**src/rtl/async_wr_packer.sv**
```systemverilog
// async_wr_packer
//
// Write-side packer sitting directly upstream of the two-stage async FIFO in
// the wclk domain. It collects RATIO narrow beats from a valid/ready stream
// into one FIFO word. Lane 0 is the first beat, placed in the LSBs. The word
// is presented on the FIFO write port and held until the FIFO accepts it.
// A partial word is emitted zero-padded when in_last is seen, or when flush
// is requested. word_cnt is a wrapping debug count of words taken by the FIFO.
//
// Parameters:
//   IN_WID   width of one input beat
//   RATIO    beats per FIFO word (minimum 2); word width is IN_WID*RATIO
//
// Ports:
//   wclk      in   write-domain clock, all logic on posedge
//   rst_nw    in   asynchronous active-low reset
//   in_valid  in   input beat valid
//   in_ready  out  packer can take a beat this cycle
//   in_data   in   beat payload
//   in_last   in   beat closes the current word, even if partial
//   flush     in   level request to emit a pending partial word
//   writex    out  FIFO write request
//   wfull     in   FIFO full
//   wdata     out  FIFO write data
//   word_cnt  out  words accepted by the FIFO, wraps modulo 2^16

module async_wr_packer #(
  parameter int IN_WID = 8,
  parameter int RATIO  = 4
) (
  input  logic                      wclk,
  input  logic                      rst_nw,
  input  logic                      in_valid,
  output logic                      in_ready,
  input  logic [IN_WID-1:0]         in_data,
  input  logic                      in_last,
  input  logic                      flush,
  output logic                      writex,
  input  logic                      wfull,
  output logic [IN_WID*RATIO-1:0]   wdata,
  output logic [15:0]               word_cnt
);

  localparam int OUT_WID = IN_WID * RATIO;
  localparam int IDX_W   = (RATIO > 1) ? $clog2(RATIO) : 1;

  logic [OUT_WID-1:0] acc;
  logic [OUT_WID-1:0] odata;
  logic [OUT_WID-1:0] merged;
  logic [IDX_W-1:0]   idx;
  logic               ovalid;

  logic out_take;
  logic out_free;
  logic accept;
  logic last_lane;
  logic complete;
  logic flush_act;

  assign writex = ovalid;
  assign wdata  = odata;

  // The output register can take a new word whenever it is empty or its
  // current word leaves this cycle, so input readiness only depends on that.
  assign out_take = ovalid && !wfull;
  assign out_free = !ovalid || !wfull;
  assign in_ready = out_free;
  assign accept   = in_valid && out_free;

  // A flush arriving together with an accepted beat behaves like in_last on
  // that beat, so it is folded into the completing condition here.
  assign last_lane = (idx == IDX_W'(RATIO - 1));
  assign complete  = accept && (last_lane || in_last || flush);

  // A standalone flush only matters if something is pending in the
  // accumulator; with idx at 0 it does nothing.
  assign flush_act = flush && out_free && (idx != '0) && !accept;

  // Accumulator with the incoming beat dropped into lane idx. Lanes above idx
  // are forced to zero so a partial word always goes out zero-padded.
  always_comb begin
    merged = '0;
    for (int i = 0; i < RATIO; i++) begin
      if (i < int'(idx)) begin
        merged[i*IN_WID +: IN_WID] = acc[i*IN_WID +: IN_WID];
      end else if (i == int'(idx)) begin
        merged[i*IN_WID +: IN_WID] = in_data;
      end
    end
  end

  // Packing state and output register. Loading a new word takes priority
  // over clearing ovalid, so a word leaving and a word arriving in the same
  // cycle keeps writex high with the new data.
  always_ff @(posedge wclk or negedge rst_nw) begin
    if (!rst_nw) begin
      acc      <= '0;
      idx      <= '0;
      ovalid   <= 1'b0;
      odata    <= '0;
      word_cnt <= '0;
    end else begin
      if (out_take) begin
        word_cnt <= word_cnt + 16'd1;
      end

      if (complete) begin
        odata  <= merged;
        ovalid <= 1'b1;
        acc    <= '0;
        idx    <= '0;
      end else if (flush_act) begin
        odata  <= acc;
        ovalid <= 1'b1;
        acc    <= '0;
        idx    <= '0;
      end else begin
        if (accept) begin
          acc <= merged;
          idx <= idx + 1'b1;
        end
        if (out_take) begin
          ovalid <= 1'b0;
        end
      end
    end
  end

endmodule

```
**config.mk**
```make
export PLATFORM = sky130hd
export DESIGN_NAME = async_wr_packer
export DESIGN_NICKNAME = d
export VERILOG_FILES = /design/src/rtl/async_wr_packer.sv
export SDC_FILE = /design/constraint.sdc
export NUM_CORES = 1
export LEC_CHECK = 0
export BUFFER_PORTS_ARGS = -buffer_cell sky130_fd_sc_hd__buf_2
export CAP_MARGIN = 20
export CORE_ASPECT_RATIO = 1.75
export CORE_MARGIN = 4
export CORE_UTILIZATION = 49
export CTS_BUF_LIST = sky130_fd_sc_hd__clkbuf_4
export DETAILED_ROUTE_END_ITERATION = 6
export PLACE_DENSITY = 0.71
export REMOVE_ABC_BUFFERS = 1
export SLEW_MARGIN = 20
export SYNTH_ARGS = -nofsm -noshare
export SYNTH_HDL_FRONTEND = slang
export SYNTH_SLANG_ARGS = --single-unit
```
**constraint.sdc**
```tcl
create_clock -name wclk -period 2.7 [get_ports wclk]
set_clock_uncertainty 0.15 [all_clocks]
set_input_delay 0.81 -clock wclk [delete_from_list [all_inputs] [get_ports wclk]]
set_output_delay 0.81 -clock wclk [all_outputs]
set_load 0.05 [all_outputs]
```
==> impl_metrics.csv, run 1 <==
group,metric,value,unit
clock_network,cts.path.max_buffers,2,
global_route,grt_max_degree,44,
placement,place.port_buffers,63,
sta,grt_setup_unrepaired,"no",
power_and_ir_drop,p_leak,2.02,nW
global_route,grtUsageMet2,34.4,%
clock_network,cts.root.buffer_cell,"sky130_fd_sc_hd__clkbuf_4",
detailed_routing,antenna_violating_nets_post_route,0,
floorplanning,floorplan.die.width,72.3,microns
sta,final.hold.worst_slack,0.199,ns
clock_network,insertion_delay,0.44,ns
sta,worstMarginPinSlew,0.861,ns
yosys,ys_types,36,
detailed_routing,first_pass_iters,4,
yosys,synth_warnings,0,
sta,fmaxAchievable,425,MHz
sta,fin_crit_sh,87.1,%
setup_path,timing.rr.start,"idx[0]",
global_route,global_route.usage.met3,2.75,%
detailed_routing,routed_wl,8180,microns
floorplanning,die-area,0.00872,sq mm
cells_and_area,layout-drive-gt1-share,29.1,%
global_route,gr-max-usage-layer,"met2",
placement,dpl_cell_area,0.00402,sq mm
yosys,post-synth-top-area-cell,"sky130_fd_sc_hd__dfrtp_1",
yosys,avgSynthCellArea,11.2,sq um
clock_network,ctsResizeCount,0,
setup_path,setup.worst_path.end_class,"primary output",
yosys,netlist.area_leader.share,58.5,%
flow_run,maxCapViolations,0,
power_and_ir_drop,netSwitchingPower,0.00205,W
setup_path,critPathKind,"reg -> out",
power_and_ir_drop,pwr-share-clk,14.2,%
clock_network,tritoncts_clock_tree,"built",
setup_path,worstPathRequired,1.74,ns
detailed_routing,drc,0,
yosys,syn-cell-area,0.00355,sq mm
clock_network,number_of_buffers_added_for_setup_after_cts,0,
power_and_ir_drop,switching_share_of_power,47.3,%
global_route,antenna_found_initial,0,
sta,fin_setup_tns,0,ns
sta,finalSetupViolations,0,
global_route,grt_pass1_vias,2758,
sta,slew_viol_final,0,
status,outcome,"finished, final reports clean",
detailed_routing,vias,2669,
placement,globalplace.congestion,0.881,
worst_hold_path,hp-class,"in -> async",
yosys,synth-seq-area-share,58.5,%
floorplanning,die_height,121,microns
cells_and_area,finalInstanceArea,0.00413,sq mm
sta,max-slew-margin-rel,42.2,%
floorplanning,core_area,0.00696,sq mm
yosys,ys_ff_latch,83,
power_and_ir_drop,max-vdd-ir-drop,0.000580,V
floorplanning,start_util,51.0,%
cells_and_area,diodes,0,
clock_network,holdBufCountCts,0,
floorplanning,total_i_o_pin_count,64,
power_and_ir_drop,cellInternalPower,0.00228,W
global_route,grtUsageTotal,20.8,%
setup_path,r2r_cells,5,
global_route,total_gr_overflow,0,
detailed_routing,average_vias_per_placed_instance,5.54,
clock_network,htree_num_levels,3,
clock_network,clk_sinks,83,
cells_and_area,sequential_cell_area,0.00208,sq mm
placement,hpwl,5830,microns
setup_path,critical_path.max_fanout,8,
setup_path,cp-start-kind,"flip-flop",
power_and_ir_drop,p_per_area,1050,mW/mm^2
cells_and_area,num-fill-cells,604,
detailed_routing,drt_first_iter_violations,169,
cells_and_area,flow.area_growth_from_synthesis,16.2,%
cells_and_area,multi_input_comb_area,0.00139,sq mm
power_and_ir_drop,pwr-share-comb,45.6,%
global_route,grtUsageMet1,25.3,%
global_route,grt_first_pass_wirelength,14000,microns
sta,post-route-min-period,2.35,ns
detailed_routing,wire_per_inst,17.0,microns
setup_path,worst_ep_arrival_time,1.39,ns
setup_path,cp-startpoint,"writex",
yosys,netlist_instances,317,
cells_and_area,layout.nets,413,
clock_network,cts.clk_slew.worst_paths,0.12,ns
clock_network,numCtsBuffers,9,
floorplanning,placement_rows,40,
power_and_ir_drop,seqPwrFrac,40.1,%
yosys,netlist_top_cells_area,"sky130_fd_sc_hd__dfrtp_1 (59%), sky130_fd_sc_hd__a22o_1 (5.4%), sky130_fd_sc_hd__nand2_1 (5.4%), sky130_fd_sc_hd__o221a_2 (5.1%), sky130_fd_sc_hd__nor2_1 (3.1%)",
sta,report.final.hold_viol_count,0,
per-layer routing:
layer / routed length, microns / up-vias
li1: - / 1288
met3: 401 / 15
met4: 241 / 0
met2: 4110 / 64
met5: 0 / -
met1: 3430 / 1302
path summary, 6_finish.rpt:
kind	to	slack, ns
worst min-delay path	word_cnt[8]	0.20
max in group asynchronous	acc[4]	1.59
worst min register to register	word_cnt[15]	0.33
worst max-delay path	in_ready	0.35
min in group wclk	word_cnt[15]	0.33
worst max register to register	wdata[16]	0.51
per-stage QoR:
step / util, % / power [W] / instances / setup slack [ns]
global route: 59.3 / 0.00458 / 482 / 0.296
CTS: 59.3 / 0.00437 / 482 / 0.320
finish: 59.3 / 0.00434 / 482 / 0.347
floorplan: - / 0.00322 / 306 / 0.342
detailed placement: 57.8 / 0.00376 / 466 / 0.186
global placement: 57.8 / 0.00373 / 466 / 0.233
sequential cells by signal, indices dropped and copies added, names as in the netlist:
signal,count
acc,32
idx,2
wdata,32
word_cnt,16
writex,1
power groups by stage:
stage / clock network, W / registers (W) / logic (W)
after floorplan: 0 / 0.00267 / 0.000550
after global placement: 0 / 0.00176 / 0.00197
after detailed placement: 0 / 0.00177 / 0.00199
after CTS: 0.000627 / 0.00175 / 0.00200
after global routing: 0.000673 / 0.00179 / 0.00212
final: 0.000617 / 0.00174 / 0.00198
area by class of cell:
type	instances	area share, %
clock inverter	4	0.425
inverter	5	0.455
multi-input combinational	218	33.7
clock buffer	12	2.18
sequential	83	50.3
tap	84	2.55
timing repair buffer	76	10.4
cells in the mapped netlist:
master and instances:
sky130_fd_sc_hd__a22o_1 22, sky130_fd_sc_hd__nor4_1 2, sky130_fd_sc_hd__nand3_1 7, sky130_fd_sc_hd__nor2b_1 4
sky130_fd_sc_hd__a21oi_1 9, sky130_fd_sc_hd__nand3b_1 1, sky130_fd_sc_hd__dfrtp_1 83, sky130_fd_sc_hd__clkbuf_1 5
sky130_fd_sc_hd__and2_1 9, sky130_fd_sc_hd__buf_2 1, sky130_fd_sc_hd__nor2_1 29, sky130_fd_sc_hd__nand4b_1 1
sky130_fd_sc_hd__buf_1 2, sky130_fd_sc_hd__a21boi_2 3, sky130_fd_sc_hd__nor3_1 5, sky130_fd_sc_hd__a32o_1 1
sky130_fd_sc_hd__o21a_1 1, sky130_fd_sc_hd__o21ai_0 10, sky130_fd_sc_hd__xnor2_1 9, sky130_fd_sc_hd__o31ai_1 2
sky130_fd_sc_hd__a31o_2 3, sky130_fd_sc_hd__inv_1 5, sky130_fd_sc_hd__o22ai_1 8, sky130_fd_sc_hd__nand2_1 51
sky130_fd_sc_hd__o221a_2 16, sky130_fd_sc_hd__nor3b_2 1, sky130_fd_sc_hd__a21bo_2 1, sky130_fd_sc_hd__or3_4 1
sky130_fd_sc_hd__and3_1 2, sky130_fd_sc_hd__buf_6 3, sky130_fd_sc_hd__xor2_1 6, sky130_fd_sc_hd__a22oi_1 2
sky130_fd_sc_hd__o21ai_1 2, sky130_fd_sc_hd__nand4_1 3, sky130_fd_sc_hd__mux2_2 1, sky130_fd_sc_hd__ha_1 6
cell families (layout without fill, tap and decap cells):
kind of cell	count (synthesis)	after routing	synth area share, %
buffers and inverters	16	97	2.36
AND/OR/NAND/NOR	116	116	14.8
AO/OA/AOI/OAI	80	80	18.2
adder cells (fa/ha/maj)	6	6	2.11
flip-flops	83	83	58.5
multiplexers	1	1	0.317
XOR/XNOR	15	15	3.70
worst max-delay path, cell delays in order (launching register included):
cell and delay, ns:
sky130_fd_sc_hd__dfrtp_1 0.50, sky130_fd_sc_hd__nand2_1 0.18, sky130_fd_sc_hd__buf_2 0.29
layout by cell type, fill, tap and decap left out, types with 2 or more instances in the layout:
cell and instances:
sky130_fd_sc_hd__a21boi_2 3, sky130_fd_sc_hd__a21oi_1 9, sky130_fd_sc_hd__a22o_1 22, sky130_fd_sc_hd__a22oi_1 2
sky130_fd_sc_hd__a31o_2 3, sky130_fd_sc_hd__and2_1 9, sky130_fd_sc_hd__and3_1 2, sky130_fd_sc_hd__buf_2 62
sky130_fd_sc_hd__buf_4 13, sky130_fd_sc_hd__clkbuf_4 12, sky130_fd_sc_hd__clkinv_1 2, sky130_fd_sc_hd__clkinv_2 2
sky130_fd_sc_hd__dfrtp_1 83, sky130_fd_sc_hd__ha_1 6, sky130_fd_sc_hd__inv_1 5, sky130_fd_sc_hd__nand2_1 51
sky130_fd_sc_hd__nand3_1 7, sky130_fd_sc_hd__nand4_1 3, sky130_fd_sc_hd__nor2_1 29, sky130_fd_sc_hd__nor2b_1 4
sky130_fd_sc_hd__nor3_1 5, sky130_fd_sc_hd__nor4_1 2, sky130_fd_sc_hd__o21ai_0 10, sky130_fd_sc_hd__o21ai_1 2
sky130_fd_sc_hd__o221a_2 16, sky130_fd_sc_hd__o22ai_1 8, sky130_fd_sc_hd__o31ai_1 2, sky130_fd_sc_hd__xnor2_1 9
sky130_fd_sc_hd__xor2_1 6
Note: power is estimated with default switching activity, not from simulation.
==> run 2: changes to the inputs <==
--- a/config.mk
+++ b/config.mk
@@ -6,7 +6,6 @@
 export NUM_CORES = 1
 export LEC_CHECK = 0
 export BUFFER_PORTS_ARGS = -buffer_cell sky130_fd_sc_hd__buf_2
-export CAP_MARGIN = 20
 export CORE_ASPECT_RATIO = 1.75
 export CORE_MARGIN = 4
 export CORE_UTILIZATION = 49
==> constraint.sdc (replaced) <==
create_clock -name wclk -period 3 [get_ports wclk]
set_clock_uncertainty 0.15 [all_clocks]
set_input_delay 0.9 -clock wclk [delete_from_list [all_inputs] [get_ports wclk]]
set_output_delay 0.9 -clock wclk [all_outputs]
set_load 0.05 [all_outputs]
==> impl_metrics.csv, run 2 (same netlist as run 1, synthesis figures left out) <==
group,metric,value,unit
floorplanning,floorplan.die.width,72.3,microns
power_and_ir_drop,p_per_area,978,mW/mm^2
placement,hpwl,5690,microns
flow_run,maxCapViolations,0,
detailed_routing,drc,0,
setup_path,cpMostUsedCell,"sky130_fd_sc_hd__buf_2",
clock_network,htree_num_levels,3,
setup_path,critPathKind,"in -> out",
clock_network,ctsResizeCount,0,
setup_path,crit_path_top_delay_cell,"sky130_fd_sc_hd__buf_2",
setup_path,total_buffers_and_inverters_traversed_by_the_critical_path,2,
sta,fmaxAchievable,394,MHz
sta,fin_setup_tns,0,ns
cells_and_area,diodes,0,
cells_and_area,finalNonFillerCells,477,
detailed_routing,wire_per_inst,17.0,microns
cells_and_area,layout.nets,408,
setup_path,worst_ep_arrival_time,1.49,ns
clock_network,holdBufCountCts,0,
placement,place.detailed.instances,461,
detailed_routing,drt_first_iter_violations,124,
cells_and_area,layout-drive-gt1-share,28.8,%
cells_and_area,finalInstanceArea,0.00414,sq mm
sta,worstMarginPinSlew,0.863,ns
detailed_routing,antenna_violating_nets_post_route,0,
sta,max-slew-margin-rel,42.0,%
detailed_routing,average_vias_per_placed_instance,5.58,
sta,grt_setup_unrepaired,"no",
cells_and_area,post_layout_util,59.4,%
setup_path,crit_chain,"buf_2 -> nand2_1 -> buf_2",
floorplanning,die_height,121,microns
clock_network,insertion_delay,0.43,ns
global_route,grt_first_pass_wirelength,13600,microns
global_route,grt_max_degree,45,
placement,globalplace.congestion,0.876,
floorplanning,core_area,0.00696,sq mm
global_route,global_route.usage.met3,3.74,%
cells_and_area,layout.cells.most_common,"sky130_fd_sc_hd__dfrtp_1",
setup_path,critical_path.max_fanout,7,
worst_hold_path,hp-class,"in -> async",
detailed_routing,vias,2664,
clock_network,tritoncts_clock_tree,"built",
power_and_ir_drop,p_leak,2.02,nW
floorplanning,placement_rows,40,
floorplanning,start_util,51.0,%
sta,post-route-min-period,2.54,ns
sta,finalSetupViolations,0,
sta,slew_viol_final,0,
detailed_routing,routed_wl,8090,microns
global_route,total_gr_overflow,0,
global_route,grt_pass1_vias,2760,
cells_and_area,flow.area_growth_from_synthesis,16.5,%
clock_network,cts.root.buffer_cell,"sky130_fd_sc_hd__clkbuf_4",
detailed_routing,first_pass_iters,4,
setup_path,worstPathRequired,1.95,ns
sta,report.final.hold_viol_count,0,
floorplanning,die-area,0.00872,sq mm
global_route,grtUsageMet1,24.9,%
clock_network,numCtsBuffers,9,
setup_path,setup.worst_path.end_class,"primary output",
global_route,grtUsageMet2,32.7,%
clock_network,number_of_buffers_added_for_setup_after_cts,0,
clock_network,cts.clk_slew.worst_paths,0.12,ns
cells_and_area,mostFrequentLayoutCells,"sky130_fd_sc_hd__dfrtp_1 (83), sky130_fd_sc_hd__buf_2 (62), sky130_fd_sc_hd__nand2_1 (51)",
global_route,grtUsageTotal,20.3,%
setup_path,cp-start-kind,"input pin",
global_route,antenna_found_initial,0,
setup_path,crit_family,"buffers and inverters",
floorplanning,total_i_o_pin_count,64,
sta,fin_crit_sh,84.6,%
clock_network,clk_sinks,83,
power_and_ir_drop,max-vdd-ir-drop,0.000526,V
status,outcome,"finished, final reports clean",
clock_network,cts.path.max_buffers,2,
placement,place.port_buffers,63,
setup_path,critical-path-max-stage-delay,0.29,ns
global_route,gr-max-usage-layer,"met2",
placement,dpl_cell_area,0.00398,sq mm
==> run 2: cell count changes in the layout (fill, tap and decap cells not counted) <==
| cell | before | now |
|---|---|---|
| sky130_fd_sc_hd__buf_4 | 13 | 8 |
| sky130_fd_sc_hd__clkinv_2 | 2 | 4 |
| sky130_fd_sc_hd__clkinv_1 | 2 | 0 |
| sky130_fd_sc_hd__bufinv_16 | 0 | 2 |
| sky130_fd_sc_hd__clkbuf_4 | 12 | 10 |
==> run 2: worst paths after layout <==
| path | to | start | cells past startpoint | slack [ns] |
|---|---|---|---|---|
| worst max-delay path | in_ready | wfull | 3 | 0.46 |
| worst min-delay path | word_cnt[5] | rst_nw | 1 | 0.29 |
| worst max register to register | wdata[20] | idx[1] | 6 | 0.61 |
| worst min register to register | word_cnt[15] | word_cnt[15] | 1 | 0.33 |
| max in group asynchronous | wdata[1] | rst_nw | 2 | 1.81 |
| min in group wclk | word_cnt[15] | word_cnt[15] | 1 | 0.33 |
==> run 2: metal layers <==
layer / routed length [microns] / up-vias
li1: - / 1279
met1: 3270 / 1288
met2: 4090 / 79
met3: 436 / 18
met4: 293 / 0
met5: 0 / -
==> run 2: power by group <==
part / total (W) / switching [W] / leakage [nW] / internal (W)
Combinational: 0.00177 / 0.00130 / 0.855 / 0.000467
Sequential: 0.00157 / 0.000186 / 1.07 / 0.00139
Clock: 0.000707 / 0.000365 / 0.0899 / 0.000342
Total: 0.00404 / 0.00185 / 2.02 / 0.00219
==> run 2: cell type report <==
cell class | count | area (sq um)
clock buffers | 10 | 75.1
well taps | 84 | 105
clock inverters | 6 | 80.1
inverters | 5 | 18.8
flip-flops and latches | 83 | 2080
multi-input cells | 218 | 1390
repair buffers | 71 | 390
fillers | 618 | 2820
==> run 2: metrics by stage <==
| step | total power [W] | setup slack (ns) | hold slack [ns] |
|---|---|---|---|
| final | 0.00404 | 0.462 | 0.288 |
| after global routing | 0.00425 | 0.418 | 0.308 |
| after CTS | 0.00408 | 0.456 | 0.290 |
| after detailed placement | 0.00338 | 0.441 | 0.315 |
| after global placement | 0.00334 | 0.442 | 0.306 |
| after floorplan | 0.00289 | 0.552 | 0.298 |
